--- config.mk ---
export PLATFORM = sky130hd
export DESIGN_NAME = uart_tx
export DESIGN_NICKNAME = d
export VERILOG_FILES = /design/src/rtl/uart_tx.sv
export SDC_FILE = /design/constraint.sdc
export NUM_CORES = 1
export LEC_CHECK = 0
export ABC_AREA = 1
export BUFFER_PORTS_ARGS = -buffer_cell sky130_fd_sc_hd__buf_4
export CAP_MARGIN = 40
export CORE_MARGIN = 2
export CORE_UTILIZATION = 38
export CTS_BUF_LIST = sky130_fd_sc_hd__clkbuf_8
export CTS_CLUSTER_DIAMETER = 200
export DETAILED_ROUTE_END_ITERATION = 8
export HOLD_SLACK_MARGIN = 0.08
export PLACE_DENSITY_LB_ADDON = 0.12
export SETUP_SLACK_MARGIN = 0.1
export SYNTH_ARGS = -nofsm -noshare
export SYNTH_HDL_FRONTEND = slang
export SYNTH_SLANG_ARGS = --single-unit
--- constraint.sdc ---
create_clock -name clk -period 2.2 [get_ports clk]
set_input_delay 0.44 -clock clk [delete_from_list [all_inputs] [get_ports clk]]
set_output_delay 0.44 -clock clk [all_outputs]
set_load 0.03 [all_outputs]
--- src/rtl/uart_tx.sv ---
// 8N1 UART transmitter with a small transmit FIFO.
// Every serial bit spans exactly 8 baud_tick strobes; the FIFO accepts bytes on any clk edge.
//
// state   | meaning
// --------+----------------------------------------------
// S_IDLE  | line held high, waiting for a queued byte
// S_START | driving the start bit (0)
// S_DATA  | shifting out 8 data bits, LSB first
// S_STOP  | driving the stop bit (1), may chain next frame
module uart_tx #(
    parameter int FIFO_DEPTH = 4
) (
    input  logic                          clk,
    input  logic                          rst_n,
    input  logic                          baud_tick,
    input  logic [7:0]                    data,
    input  logic                          data_valid,
    output logic                          data_ready,
    output logic                          tx,
    output logic                          busy,
    output logic [$clog2(FIFO_DEPTH):0]   fifo_count
);

    localparam int PTR_W = $clog2(FIFO_DEPTH);
    localparam int CNT_W = PTR_W + 1;
    localparam logic [CNT_W-1:0] DEPTH_C = CNT_W'(FIFO_DEPTH);

    typedef enum logic [1:0] {
        S_IDLE  = 2'd0,
        S_START = 2'd1,
        S_DATA  = 2'd2,
        S_STOP  = 2'd3
    } state_t;

    state_t           state_q, state_d;
    logic [2:0]       ctr_q, ctr_d;
    logic [2:0]       bit_q, bit_d;
    logic [7:0]       shift_q, shift_d;
    logic             tx_q, tx_d;

    logic [7:0]       mem_q [FIFO_DEPTH];
    logic [PTR_W-1:0] wr_ptr_q, rd_ptr_q;
    logic [CNT_W-1:0] count_q;
    logic             push, pop, fifo_nonempty;

    assign data_ready    = (count_q < DEPTH_C);
    assign fifo_nonempty = (count_q != '0);
    assign push          = data_valid && data_ready;
    assign fifo_count    = count_q;
    assign tx            = tx_q;
    assign busy          = (state_q != S_IDLE);

    // Storage is not reset: count_q alone decides which entries are meaningful.
    always_ff @(posedge clk) begin
        if (push) begin
            mem_q[wr_ptr_q] <= data;
        end
    end

    // Pointers are PTR_W wide, so they wrap modulo the power-of-two depth.
    always_ff @(posedge clk or negedge rst_n) begin
        if (!rst_n) begin
            wr_ptr_q <= '0;
            rd_ptr_q <= '0;
            count_q  <= '0;
        end else begin
            if (push) wr_ptr_q <= wr_ptr_q + PTR_W'(1);
            if (pop)  rd_ptr_q <= rd_ptr_q + PTR_W'(1);
            case ({push, pop})
                2'b10:   count_q <= count_q + CNT_W'(1);
                2'b01:   count_q <= count_q - CNT_W'(1);
                default: count_q <= count_q;
            endcase
        end
    end

    always_ff @(posedge clk or negedge rst_n) begin
        if (!rst_n) begin
            state_q <= S_IDLE;
            ctr_q   <= '0;
            bit_q   <= '0;
            shift_q <= '0;
            tx_q    <= 1'b1;
        end else begin
            state_q <= state_d;
            ctr_q   <= ctr_d;
            bit_q   <= bit_d;
            shift_q <= shift_d;
            tx_q    <= tx_d;
        end
    end

    always_comb begin
        state_d = state_q;
        ctr_d   = ctr_q;
        bit_d   = bit_q;
        shift_d = shift_q;
        tx_d    = tx_q;
        pop     = 1'b0;
        if (baud_tick) begin
            case (state_q)
                S_IDLE: begin
                    tx_d = 1'b1;
                    if (fifo_nonempty) begin
                        pop     = 1'b1;
                        shift_d = mem_q[rd_ptr_q];
                        tx_d    = 1'b0;
                        ctr_d   = '0;
                        state_d = S_START;
                    end
                end
                S_START: begin
                    if (ctr_q == 3'd7) begin
                        tx_d    = shift_q[0];
                        bit_d   = '0;
                        ctr_d   = '0;
                        state_d = S_DATA;
                    end else begin
                        ctr_d = ctr_q + 3'd1;
                    end
                end
                S_DATA: begin
                    if (ctr_q == 3'd7) begin
                        ctr_d = '0;
                        if (bit_q != 3'd7) begin
                            shift_d = {1'b0, shift_q[7:1]};
                            tx_d    = shift_q[1];
                            bit_d   = bit_q + 3'd1;
                        end else begin
                            tx_d    = 1'b1;
                            state_d = S_STOP;
                        end
                    end else begin
                        ctr_d = ctr_q + 3'd1;
                    end
                end
                S_STOP: begin
                    if (ctr_q == 3'd7) begin
                        ctr_d = '0;
                        // Chaining straight into START keeps back-to-back frames gapless.
                        if (fifo_nonempty) begin
                            pop     = 1'b1;
                            shift_d = mem_q[rd_ptr_q];
                            tx_d    = 1'b0;
                            state_d = S_START;
                        end else begin
                            tx_d    = 1'b1;
                            state_d = S_IDLE;
                        end
                    end else begin
                        ctr_d = ctr_q + 3'd1;
                    end
                end
                default: begin
                    tx_d    = 1'b1;
                    ctr_d   = '0;
                    bit_d   = '0;
                    state_d = S_IDLE;
                end
            endcase
        end
    end

endmodule

Yosys cells after proc, flatten, opt, wreduce, memory -nomap -nowiden
Memories as Yosys holds them, arrays and structs flattened.
Index checks and enable logic that the tools add are counted.
W data, S select, Z words.

storage, ports and cells
  register bits after elaboration = 24
  bits in latches = 0
  memory bits (writable) = 32
  memory bits (read-only) = 0
  input port bits = 12
  output and inout bits = 6
  word-level logic and storage cells = 74
  memories kept = 1

cells by class
  $add $sub $neg = 6
  multiply operators = 0
  divide/modulo/power cells = 0
  magnitude comparators = 1
  eq/ne operators = 13
  shift-type cells = 0
  mux-type cells = 32
  bitwise gates (word level) = 0
  reduce and logical (&&, ||, !) cells = 13

memories
  name   depth  width  read ports  clocked after memory_dff  wr ports  RTL line  text
  mem_q  4      8      1           0                         1         41        logic [7:0] mem_q [FIFO_DEPTH];

operators by type and width
  cell                   count
  $mux W8                4
  $pmux W8 S3            1
  $pmux W3 S2            3
  $mux W3                5
  $ne A2 B2 Y1 const B   6
  $mux W1                11
  $mux W2                5
  $reduce_and A5 Y1      2
  $add A3 B1 Y3 const B  3
  $pmux W2 S4            1
  $eq A2 B2 Y1 const B   3
  $reduce_and A6 Y1      1
  $reduce_bool A2 Y1     3
  $reduce_bool A3 Y1     2
  $add A2 B1 Y2 const B  2
  $eq A2 B1 Y1 const B   2
  $pmux W1 S4            1
  $reduce_and A4 Y1      1
  $eq A3 B3 Y1 const B   1
  $lt A3 B3 Y1 const B   1
  $ne A3 B3 Y1 const B   1
  $reduce_or A3 Y1       1
  $sub A3 B1 Y3 const B  1
  $logic_not A2 Y1       1
  3 further kinds        3

Logic depth before layout (Yosys ltp)
Gate-level depths: netlist of run 1.

  depth in word-level cells = 7
  gate-level depth with buffers = 12
  gate-level depth less buffers = 12

Least setup slack after synthesis of run 1
Ideal clock, no wire load.

  path type = reg-to-reg
  start point = register count_q[2] (netlist: fifo_count[2])
  end point = register count_q[2] (netlist: fifo_count[2])
  setup time = 0.137 ns
  arrival = 2.122 ns
  required time = 2.063 ns
  setup slack = -0.059 ns
  cell stages (with the launch flop) = 11
  path buffers = 0
  period minus slack after synthesis = 2.259 ns
  cell sequence = dfrtp_1 -> inv_1 -> nand3_1 -> nand2_1 -> nor2_2 -> ha_1 -> inv_1 -> fa_1 -> a21oi_1 -> o21ai_0 -> xor2_1

between the ends
  elaborated cells between the ends (all ways) = 13
  classes of those cells = add/sub: 2; order compare: 1; eq/ne: 2; mux: 5; reduce/logical: 3

RTL lines
  what                                                      RTL line  text
  start, declared                                           43        logic [CNT_W-1:0] count_q;
  start signal, assigned                                    70        2'b10: count_q <= count_q + CNT_W'(1);
  start signal, assigned                                    71        2'b01: count_q <= count_q - CNT_W'(1);
  start signal, assigned                                    72        default: count_q <= count_q;
  $lt A3 B3 Y1 (*)                                          46        assign data_ready = (count_q < DEPTH_C);
  named net data_ready                                      18        output logic data_ready,
  $logic_and A1 B1 Y1 (*)                                   48        assign push = data_valid && data_ready;
  $eq A2 B1 Y1 / $eq A2 B2 Y1 (equally long branches)       69        case ({push, pop})
  $pmux W3 S2 / $reduce_bool A2 Y1 (equally long branches)  -

Mark *: on every way through the listed nets, which the timed path passes. The rest lies on a longest branch.
A chain may end at the register's enable or synchronous reset.

Worst setup path in the final report of run 1
  start point = register state_q[1]
  end point = register count_q[2] (netlist: fifo_count[2])

between the ends
  word-level cells in the longest chain between the ends = 5
  elaborated cells between the ends (all ways) = 8
  classes of those cells = eq/ne: 3; mux: 3; reduce/logical: 2

ends and longest elaborated chain
  what                                                      RTL line  text
  start, declared                                           35        state_t state_q, state_d;
  start signal, assigned                                    85        state_q <= state_d;
  $eq A2 B2 Y1 / $logic_not A2 Y1 (equally long branches)   101       case (state_q)
  $pmux W1 S2 (*)                                           101
  $mux W1 (*)                                               100       if (baud_tick) begin
  named net pop                                             44        logic push, pop, fifo_nonempty;
  $eq A2 B1 Y1 / $eq A2 B2 Y1 (equally long branches)       69
  $pmux W3 S2 / $reduce_bool A2 Y1 (equally long branches)  -

Marked as above.

==> run summary, run 1 <==
Gr ovfl total: 0
Vias per std cell: 4.51
Final Hold Vio Count: 0
Net count of the finished layout: 338
Leak Pwr: 1.42 nW
Seq cells post-synth: 56
Actual slew at the worst max-slew pin: 0.530 ns
Most frequent cells in the layout: nand2_1, buf_4, edfxtp_1
Skew final: 0.00378 ns
Unrepaired setup endpoints after global routing: yes
Number of warnings issued by yosys: 0
Total GRT Usage: 14.8%
Std-Cell Rows: 30
Most common cell after layout, fill and taps aside: nand2_1
DR DRC count: 0
Wire length of the first global-routing pass: 8530 microns
Antenna violation net count after detailed routing: 0
Number of max-cap violations: 0
Net count after synthesis: 303
Post-route standard cell area excluding fillers: 3120 sq um
Number of clock sinks: 56
CTS root buffer: clkbuf_8
Power density over the cells: 1270 nW/um^2
Finish-stage setup viols: 0
Capturing element type of the critical path: flop
Share of final-layout standard cells stronger than drive strength 1: 19.0%
Minimum setup slack in the final design: 0.153 ns
DP Cell Count: 393
Synth Cell Area: 2650 sq um
Final worst-path cycle share: 93.0%
Number of search-and-repair iterations in the first detailed-routing pass: 4
Critical-path top delay cell: dfrtp_1
Family with the most delay on the worst path: adder cells
Worst Setup Slack post-DPL: 0.0658 ns
Status: completed
Routed wire length: 5100 microns
Die footprint: 7670 sq um
Skew-Pair Late Insertion Delay: 0.32 ns
Most frequent cell on the critical path: inv_2
Startpoint type of the worst setup path: flop
Placement Cell Area: 2970 sq um
Final critical-path required period: 2.05 ns
WL/cell: 12.5 microns
Max-slew violation count: 0
Avg Inst Size Synth: 9.65 sq um
I/O Buffers: 17
Max rail drop VDD: 476 uV
Placeable core region: 6790 sq um
Required time reported for the critical path endpoint: 2.41 ns
Syn-to-layout area delta: 17.6%
Count of distinct cell types in the synthesized netlist: 24
Half-perimeter wire length after detailed placement: 3510 microns
Number of buffers on the longest clock path: 2
CTS clock-pin slew for the worst setup and hold paths: 0.10 ns
Longest individual stage delay on the worst path: 0.43 ns
Final std cells w/o fill: 407
Pin count of the biggest net entering global routing: 25
Portion of the post-synthesis area used by sequential elements: 58.9%
Final Hold Slack: 0.317 ns
Worst slew slack as a fraction of its limit: 64.6%
Drt initial violations: 79
Worst Path Class, Setup: flop to flop
Via count: 1837
Antenna violations before repair: 0
# H-tree levels: 2
DIE WIDTH: 87.6 microns
Worst min-delay path category: input port to flop
CTS tree: done
Setup_tns: 0 ns
Via count of the first global-routing pass: 1771
Number of inserted diodes: 0
Final RePlAce weighted congestion: 0.776
Cells traversed along the worst timing path: inv_2 > ha_4 > inv_1 > nand2_1 > nor2_2 > ha_2 > inv_2 > fa_2 > a21oi_2 > o21ai_1 > xor2_1
Post-Syn Instances: 275
Max Clk Rate: 0.489 GHz
Vertical die dimension: 87.6 microns
Largest driver fanout on the critical path: 4
Starting utilization of the core area: 39.1%
Buffer and inverter count on the worst path: 3
Number of buffers created by CTS: 5
I/O pin count: 18
Arrival @ worst endpoint: 2.25 ns
worst reg2reg max path, cell delays in order (launching register included):
cell and delay [ns]:
dfrtp_1 0.43, inv_2 0.10, ha_4 0.20, inv_1 0.07, nand2_1 0.08, nor2_2 0.12, ha_2 0.19, inv_2 0.05
fa_2 0.37, a21oi_2 0.12, o21ai_1 0.08, xor2_1 0.14
per-stage QoR:
| step | power [mW] | utilization, % |
|---|---|---|
| 2_1_floorplan | 2.83 | - |
| 3_3_place_gp | 3.33 | 43.7 |
| 3_5_place_dp | 3.36 | 43.7 |
| 4_1_cts | 3.97 | 45.3 |
| 5_1_grt | 4.32 | 45.9 |
| 6_report | 3.96 | 45.9 |
layout make-up:
class | instances | area, sq um
fill | 653 | 3670
sequential | 56 | 1570
multi-input combinational | 185 | 988
timing repair buffer | 33 | 250
tap | 96 | 120
inverter | 29 | 109
clock buffer | 5 | 68.8
clock inverter | 3 | 20.0
Yosys cell counts:
library cell  count  share of area, %
buf_4             2              0.57
edfxtp_1         32                36
dfstp_2           1              0.99
nand3_1          29               5.5
nor2b_1           1              0.24
inv_1            27               3.8
xnor2_1           1              0.33
ha_1             15               7.1
nor2_4            1              0.42
clkinv_1          1              0.14
fa_1              1              0.75
nor2_1            9               1.3
dfrtp_1          23                22
nor3_4            1              0.61
a21oi_1           4              0.75
buf_2             3              0.57
o21ai_0           9               1.7
inv_2             1              0.14
nand4_1           1              0.24
nor2_2            2              0.47
o21ai_1           1              0.19
xor2_1            3              0.99
nand3_2           1              0.38
nand2_1         106                15
registers in the layout, summed over array words and instances (netlist names):
name        cells
ctr_q           3
wr_ptr_q        2
mem_q          32
rd_ptr_q        2
fifo_count      3
state_q         2
shift_q         8
bit_q           3
tx              1
timing repair:
| action | 4_1_cts | 5_1_grt |
|---|---|---|
| endpoints found under the hold margin | 23 | 0 |
| hold buffers | 1 | 0 |
| pin swaps | 0 | 5 |
| setup endpoints to repair | 1 | 2 |
| gates resized for setup | 1 | 5 |
| buffers inserted | 2 | 3 |
where the power goes:
| part | leakage (nW) | internal (mW) | switching [mW] | total (mW) |
|---|---|---|---|---|
| Sequential | 0.586 | 1.39 | 0.141 | 1.53 |
| Combinational | 0.786 | 0.695 | 1.17 | 1.86 |
| Clock | 0.0455 | 0.223 | 0.345 | 0.567 |
layer usage:
layer / vias up / track usage, % / part of all wire (%)
li1: 950 / - / -
met1: 857 / 20.3 / 48
met2: 22 / 23.1 / 47
met3: 8 / 2.83 / 3.0
met4: 0 / 5.87 / 1.8
met5: - / 0 / 0
final timing paths:
kind | startpoint | end | slack, ns | depth (start not counted)
worst max register to register | state_q[1] | fifo_count[2] | 0.15 | 11
worst max-delay path | state_q[1] | fifo_count[2] | 0.15 | 11
worst min-delay path | data[5] | mem_q[2][5] | 0.32 | 1
max in group asynchronous | rst_n | tx | 1.36 | 2
min in group asynchronous | rst_n | state_q[0] | 0.55 | 2
worst min register to register | fifo_count[0] | fifo_count[0] | 0.49 | 1
kinds of logic after synthesis:
| family | after synthesis | share of synthesized area, % |
|---|---|---|
| xor gates and xnor gates | 4 | 1.32 |
| adders and majority gates | 16 | 7.83 |
| AOI/OAI and AO/OA | 14 | 2.64 |
| and+or+nand+nor | 151 | 24.1 |
| buffers and inverters | 34 | 5.23 |
| DFF | 56 | 58.9 |
Power figures use the tool's default switching activity.
==> run 2, diff against run 1 <==
CTS_BUF_LIST = not set   (was sky130_fd_sc_hd__clkbuf_8)
==> run 2 against run 1 <==
  * Via count is 0.16% lower
  * Cell count did not move
  * Die area unchanged
  * First-iteration DRC count down 2.5%
  * Critical endpoint unchanged
  * Largest power group unchanged
  * Highest routed layer unchanged
==> run summary, run 2 (synthesis gave the netlist of run 1 again) <==
Final std cells w/o fill: 407
# H-tree levels: 2
Required time reported for the critical path endpoint: 2.41 ns
Number of buffers created by CTS: 5
Share of final-layout standard cells stronger than drive strength 1: 19.0%
Final critical-path required period: 2.05 ns
Number of buffers on the longest clock path: 2
Std-Cell Rows: 30
Vertical die dimension: 87.6 microns
Setup_tns: 0 ns
Power density over the cells: 1270 nW/um^2
Die footprint: 7670 sq um
Leak Pwr: 1.41 nW
Hold_sp: data[5]
Biggest register: mem_q
Buffer and inverter count on the worst path: 3
Most common cell after layout, fill and taps aside: nand2_1
DP Cell Count: 393
Number of clock sinks: 56
Number of max-cap violations: 0
Worst min-delay path category: input port to flop
Hold Path Cell Cnt: 1
Placeable core region: 6790 sq um
Regs by FF count: mem_q x32, shift_q x8
I/O pin count: 18
Via count of the first global-routing pass: 1771
Max-slew violation count: 0
Status: completed
WL/cell: 12.5 microns
Worst slew slack as a fraction of its limit: 64.4%
CTS root buffer: clkbuf_8
Antenna violation net count after detailed routing: 0
Pin count of the biggest net entering global routing: 25
DIE WIDTH: 87.6 microns
Via count: 1834
Largest register FFs: 32
Family with the most delay on the worst path: adder cells
Final Hold Vio Count: 0
FF-to-FF setup slack: 0.15 ns
Most frequent cell on the critical path: inv_2
Routed wire length: 5100 microns
Skew final: 0.00378 ns
Drt initial violations: 77
Net count of the finished layout: 338
Wire length of the first global-routing pass: 8530 microns
Number of inserted diodes: 0
Starting utilization of the core area: 39.1%
Worst Path Class, Setup: flop to flop
Final core utilization: 45.9%
Arrival @ worst endpoint: 2.25 ns
Endpoint of the worst hold-timing path: mem_q[2][5]
Most frequent cells in the layout: nand2_1, buf_4, edfxtp_1
Skew-Pair Late Insertion Delay: 0.32 ns
Startpoint type of the worst setup path: flop
Gr ovfl total: 0
Worst flop-to-flop path startpoint: state_q[1]
Vias per std cell: 4.51
Longest individual stage delay on the worst path: 0.43 ns
Total GRT Usage: 14.8%
Critical-path top delay cell: dfrtp_1
Max Clk Rate: 0.489 GHz
Syn-to-layout area delta: 17.6%
Final worst-path cycle share: 93.0%
CTS clock-pin slew for the worst setup and hold paths: 0.10 ns
Capturing point of the worst reg2reg path: fifo_count[2]
Number of search-and-repair iterations in the first detailed-routing pass: 4
Capturing element type of the critical path: flop
Finish-stage setup viols: 0
Unrepaired setup endpoints after global routing: yes
DR DRC count: 0
Overall power consumption: 3.97 mW
Half-perimeter wire length after detailed placement: 3510 microns
Cells traversed along the worst timing path: inv_2 > ha_4 > inv_1 > nand2_1 > nor2_2 > ha_2 > inv_2 > fa_2 > a21oi_2 > o21ai_1 > xor2_1
Actual slew at the worst max-slew pin: 0.534 ns
Final RePlAce weighted congestion: 0.776
I/O Buffers: 17
Largest driver fanout on the critical path: 4
Antenna violations before repair: 0
Worst R2R Path Depth: 11
Max rail drop VDD: 477 uV
CTS tree: done
-- run 2: cell type report --
| class | count | area [sq um] |
|---|---|---|
| timing repair buffer | 33 | 250 |
| multi-input combinational | 185 | 988 |
| tap | 96 | 120 |
| clock buffer | 6 | 72.6 |
| fill | 653 | 3670 |
| inverter | 29 | 109 |
| sequential | 56 | 1570 |
| clock inverter | 2 | 16.3 |
-- run 2: power breakdown --
| part | switching [mW] | internal (mW) |
|---|---|---|
| clock network | 0.344 | 0.227 |
| logic | 1.17 | 0.695 |
| registers | 0.141 | 1.39 |
-- run 2: worst register-to-register path: stages (launching register included) --
cell,delay (ns)
dfrtp_1,0.43
inv_2,0.10
ha_4,0.20
inv_1,0.07
nand2_1,0.08
nor2_2,0.12
ha_2,0.19
inv_2,0.05
fa_2,0.37
a21oi_2,0.12
o21ai_1,0.08
xor2_1,0.14
-- run 2: worst max-delay path by stage --
stage / start / to / slack [ns] / depth (start not counted)
3_5_place_dp: state_q[0] / fifo_count[2] / 0.07 / 11
5_1_grt: ctr_q[0] / fifo_count[2] / 0.02 / 12
6_report: state_q[1] / fifo_count[2] / 0.15 / 11
3_3_place_gp: state_q[0] / fifo_count[2] / 0.12 / 11
2_1_floorplan: state_q[1] / fifo_count[2] / 0.11 / 11
4_1_cts: state_q[1] / fifo_count[2] / 0.13 / 11
-- run 2: stage by stage --
step | worst slack, ns | cell area, sq um | hold slack [ns]
floorplan | 0.107 | 2670 | 0.144
global placement | 0.121 | 2970 | 0.363
detailed placement | 0.0658 | 2970 | 0.365
CTS | 0.126 | 3080 | 0.306
global route | 0.0210 | 3120 | 0.307
finish | 0.153 | 3120 | 0.317
-- run 2: timing repair --
item	4_1_cts	5_1_grt
endpoints found under the setup margin	1	2
hold buffers	1	0
setup buffers	2	3
endpoints found under the hold margin	23	0
gates resized for setup	1	5
pin swaps	0	5
-- run 2: per-layer routing --
layer	vias to the layer above	routed length, microns	GRT usage (%)
li1	950	-	-
met1	854	2460	20.3
met2	22	2400	23.1
met4	0	93	5.87
met3	8	151	2.83
met5	-	0	0
==> run 3, diff against run 2 <==
PLACE_DENSITY_LB_ADDON = not set   (was 0.12)
==> run 3 against run 2 <==
  * Fmax rose by 1.9%
  * Worst hold slack gained 0.00092 ns
  * Critical path depth unchanged
  * Non-clock buffer count unchanged
  * Via count is 0.33% higher
  * Cell count unchanged
  * Combinational power about the same
  * Worst setup slack improved by 0.039 ns
  * Clock power up 6.3%
  * Register-to-register slack better by 0.04 ns
  * Design area increased by 0.92%
  * Critical path type unchanged
  * Largest power group unchanged
  * Highest routed layer unchanged
==> run summary, run 3 (synthesis gave the netlist of run 1 again) <==
Critical-path top delay cell: dfrtp_1
Half-perimeter wire length after detailed placement: 3390 microns
Worst flop-to-flop path startpoint: state_q[1]
Final worst-path cycle share: 91.2%
Number of search-and-repair iterations in the first detailed-routing pass: 4
Worst min-delay path category: input port to flop
CTS clock-pin slew for the worst setup and hold paths: 0.11 ns
Largest driver fanout on the critical path: 4
Unrepaired setup endpoints after global routing: yes
CTS root buffer: clkbuf_8
Gr ovfl total: 0
Skew final: 0.00680 ns
Max rail drop VDD: 395 uV
I/O Buffers: 17
Number of clock sinks: 56
DR DRC count: 0
Final critical-path required period: 2.01 ns
Status: completed
Regs by FF count: mem_q x32, shift_q x8
Launch point of the worst path: state_q[1]
Net count of the finished layout: 338
Hold_sp: data[1]
Share of final-layout standard cells stronger than drive strength 1: 19.9%
Capturing element type of the critical path: flop
Arrival @ worst endpoint: 2.21 ns
WL/cell: 12.1 microns
Antenna violation net count after detailed routing: 0
Worst Path Class, Setup: flop to flop
Max Clk Rate: 0.498 GHz
Vertical die dimension: 87.6 microns
# H-tree levels: 2
Placement Cell Area: 2960 sq um
Number of buffers created by CTS: 5
Pin count of the biggest net entering global routing: 25
Antenna violations before repair: 0
Final Hold Vio Count: 0
Die footprint: 7670 sq um
Final RePlAce weighted congestion: 0.806
CTS tree: done
Starting utilization of the core area: 39.1%
Drt initial violations: 100
Max-slew violation count: 0
Post-route standard cell area excluding fillers: 3150 sq um
Placeable core region: 6790 sq um
Std-Cell Rows: 30
Largest register FFs: 32
Actual slew at the worst max-slew pin: 0.506 ns
Cells traversed along the worst timing path: inv_1 > ha_4 > inv_2 > nand2_2 > nor2_4 > ha_4 > inv_2 > fa_2 > a21oi_2 > o21ai_1 > xor2_1
Required time reported for the critical path endpoint: 2.40 ns
Leak Pwr: 1.43 nW
Longest individual stage delay on the worst path: 0.43 ns
Vias per std cell: 4.52
I/O pin count: 18
Number of buffers on the longest clock path: 2
Via count of the first global-routing pass: 1755
Number of max-cap violations: 0
Number of inserted diodes: 0
Most frequent cells in the layout: nand2_1, buf_4, edfxtp_1
Power density over the cells: 1280 nW/um^2
Worst slew slack as a fraction of its limit: 66.2%
Routed wire length: 4940 microns
Startpoint type of the worst setup path: flop
Most common cell after layout, fill and taps aside: nand2_1
FILL cells: 649
Setup_tns: 0 ns
Via count: 1840
Total GRT Usage: 14.3%
Syn-to-layout area delta: 18.7%
Wire length of the first global-routing pass: 8380 microns
Skew-Pair Late Insertion Delay: 0.32 ns
Biggest register: mem_q
Finish-stage setup viols: 0
Final Hold Slack: 0.318 ns
DIE WIDTH: 87.6 microns
-- run 3: area by class of cell --
cell class / count / area (sq um) / share of cell area [%]
clock buffers: 5 / 68.8 / 2.18
clock inverters: 3 / 28.8 / 0.913
inverters: 29 / 109 / 3.46
multi-input cells: 185 / 1010 / 32.0
flip-flops and latches: 56 / 1570 / 49.7
well taps: 96 / 120 / 3.81
repair buffers: 33 / 250 / 7.94
-- run 3: layer usage --
metal	track usage, %	share of wire, %	vias to the layer above
li1	-	-	954
met3	3.39	1.9	4
met2	23.1	49	17
met5	0	0	-
met4	4.20	0.87	0
met1	19.4	48	865
-- run 3: stage by stage --
step	instances	setup WS, ns	total power, mW	util, %
2_1_floorplan	275	0.107	2.83	-
3_3_place_gp	392	0.138	3.30	43.6
3_5_place_dp	392	0.0638	3.34	43.6
4_1_cts	402	0.103	3.97	45.2
5_1_grt	407	0.0728	4.42	46.4
6_report	407	0.193	4.04	46.4
-- run 3: worst paths after layout --
path / end / slack [ns] / cells after the start
setup / recovery: fifo_count[2] / 0.19 / 11
hold / removal: mem_q[3][1] / 0.32 / 1
setup reg to reg: fifo_count[2] / 0.19 / 11
hold reg to reg: fifo_count[0] / 0.49 / 1
max in group asynchronous: tx / 1.36 / 2
min in group asynchronous: shift_q[1] / 0.55 / 2
-- run 3: what timing repair did --
action,4_1_cts,5_1_grt
resized for setup,0,11
hold buffers,1,0
setup buffers,1,5
hold endpoints to repair,23,0
setup endpoints to repair,1,2
pin swaps,0,4
-- run 3: report_power, final --
group | leakage, nW | total (mW) | internal, mW | switching (mW)
logic | 0.789 | 1.87 | 0.721 | 1.15
clock network | 0.0511 | 0.608 | 0.241 | 0.367
registers | 0.586 | 1.56 | 1.39 | 0.168
total | 1.43 | 4.04 | 2.35 | 1.69
-- run 3: critical path, delay by kind of cell (launching register included) --
kind / cells / cell delay, ns
buffers and inverters: 3 / 0.22
DFF: 1 / 0.43
adders and majority gates: 3 / 0.71
xor gates and xnor gates: 1 / 0.15
and+or+nand+nor: 2 / 0.19
AOI/OAI and AO/OA: 2 / 0.20
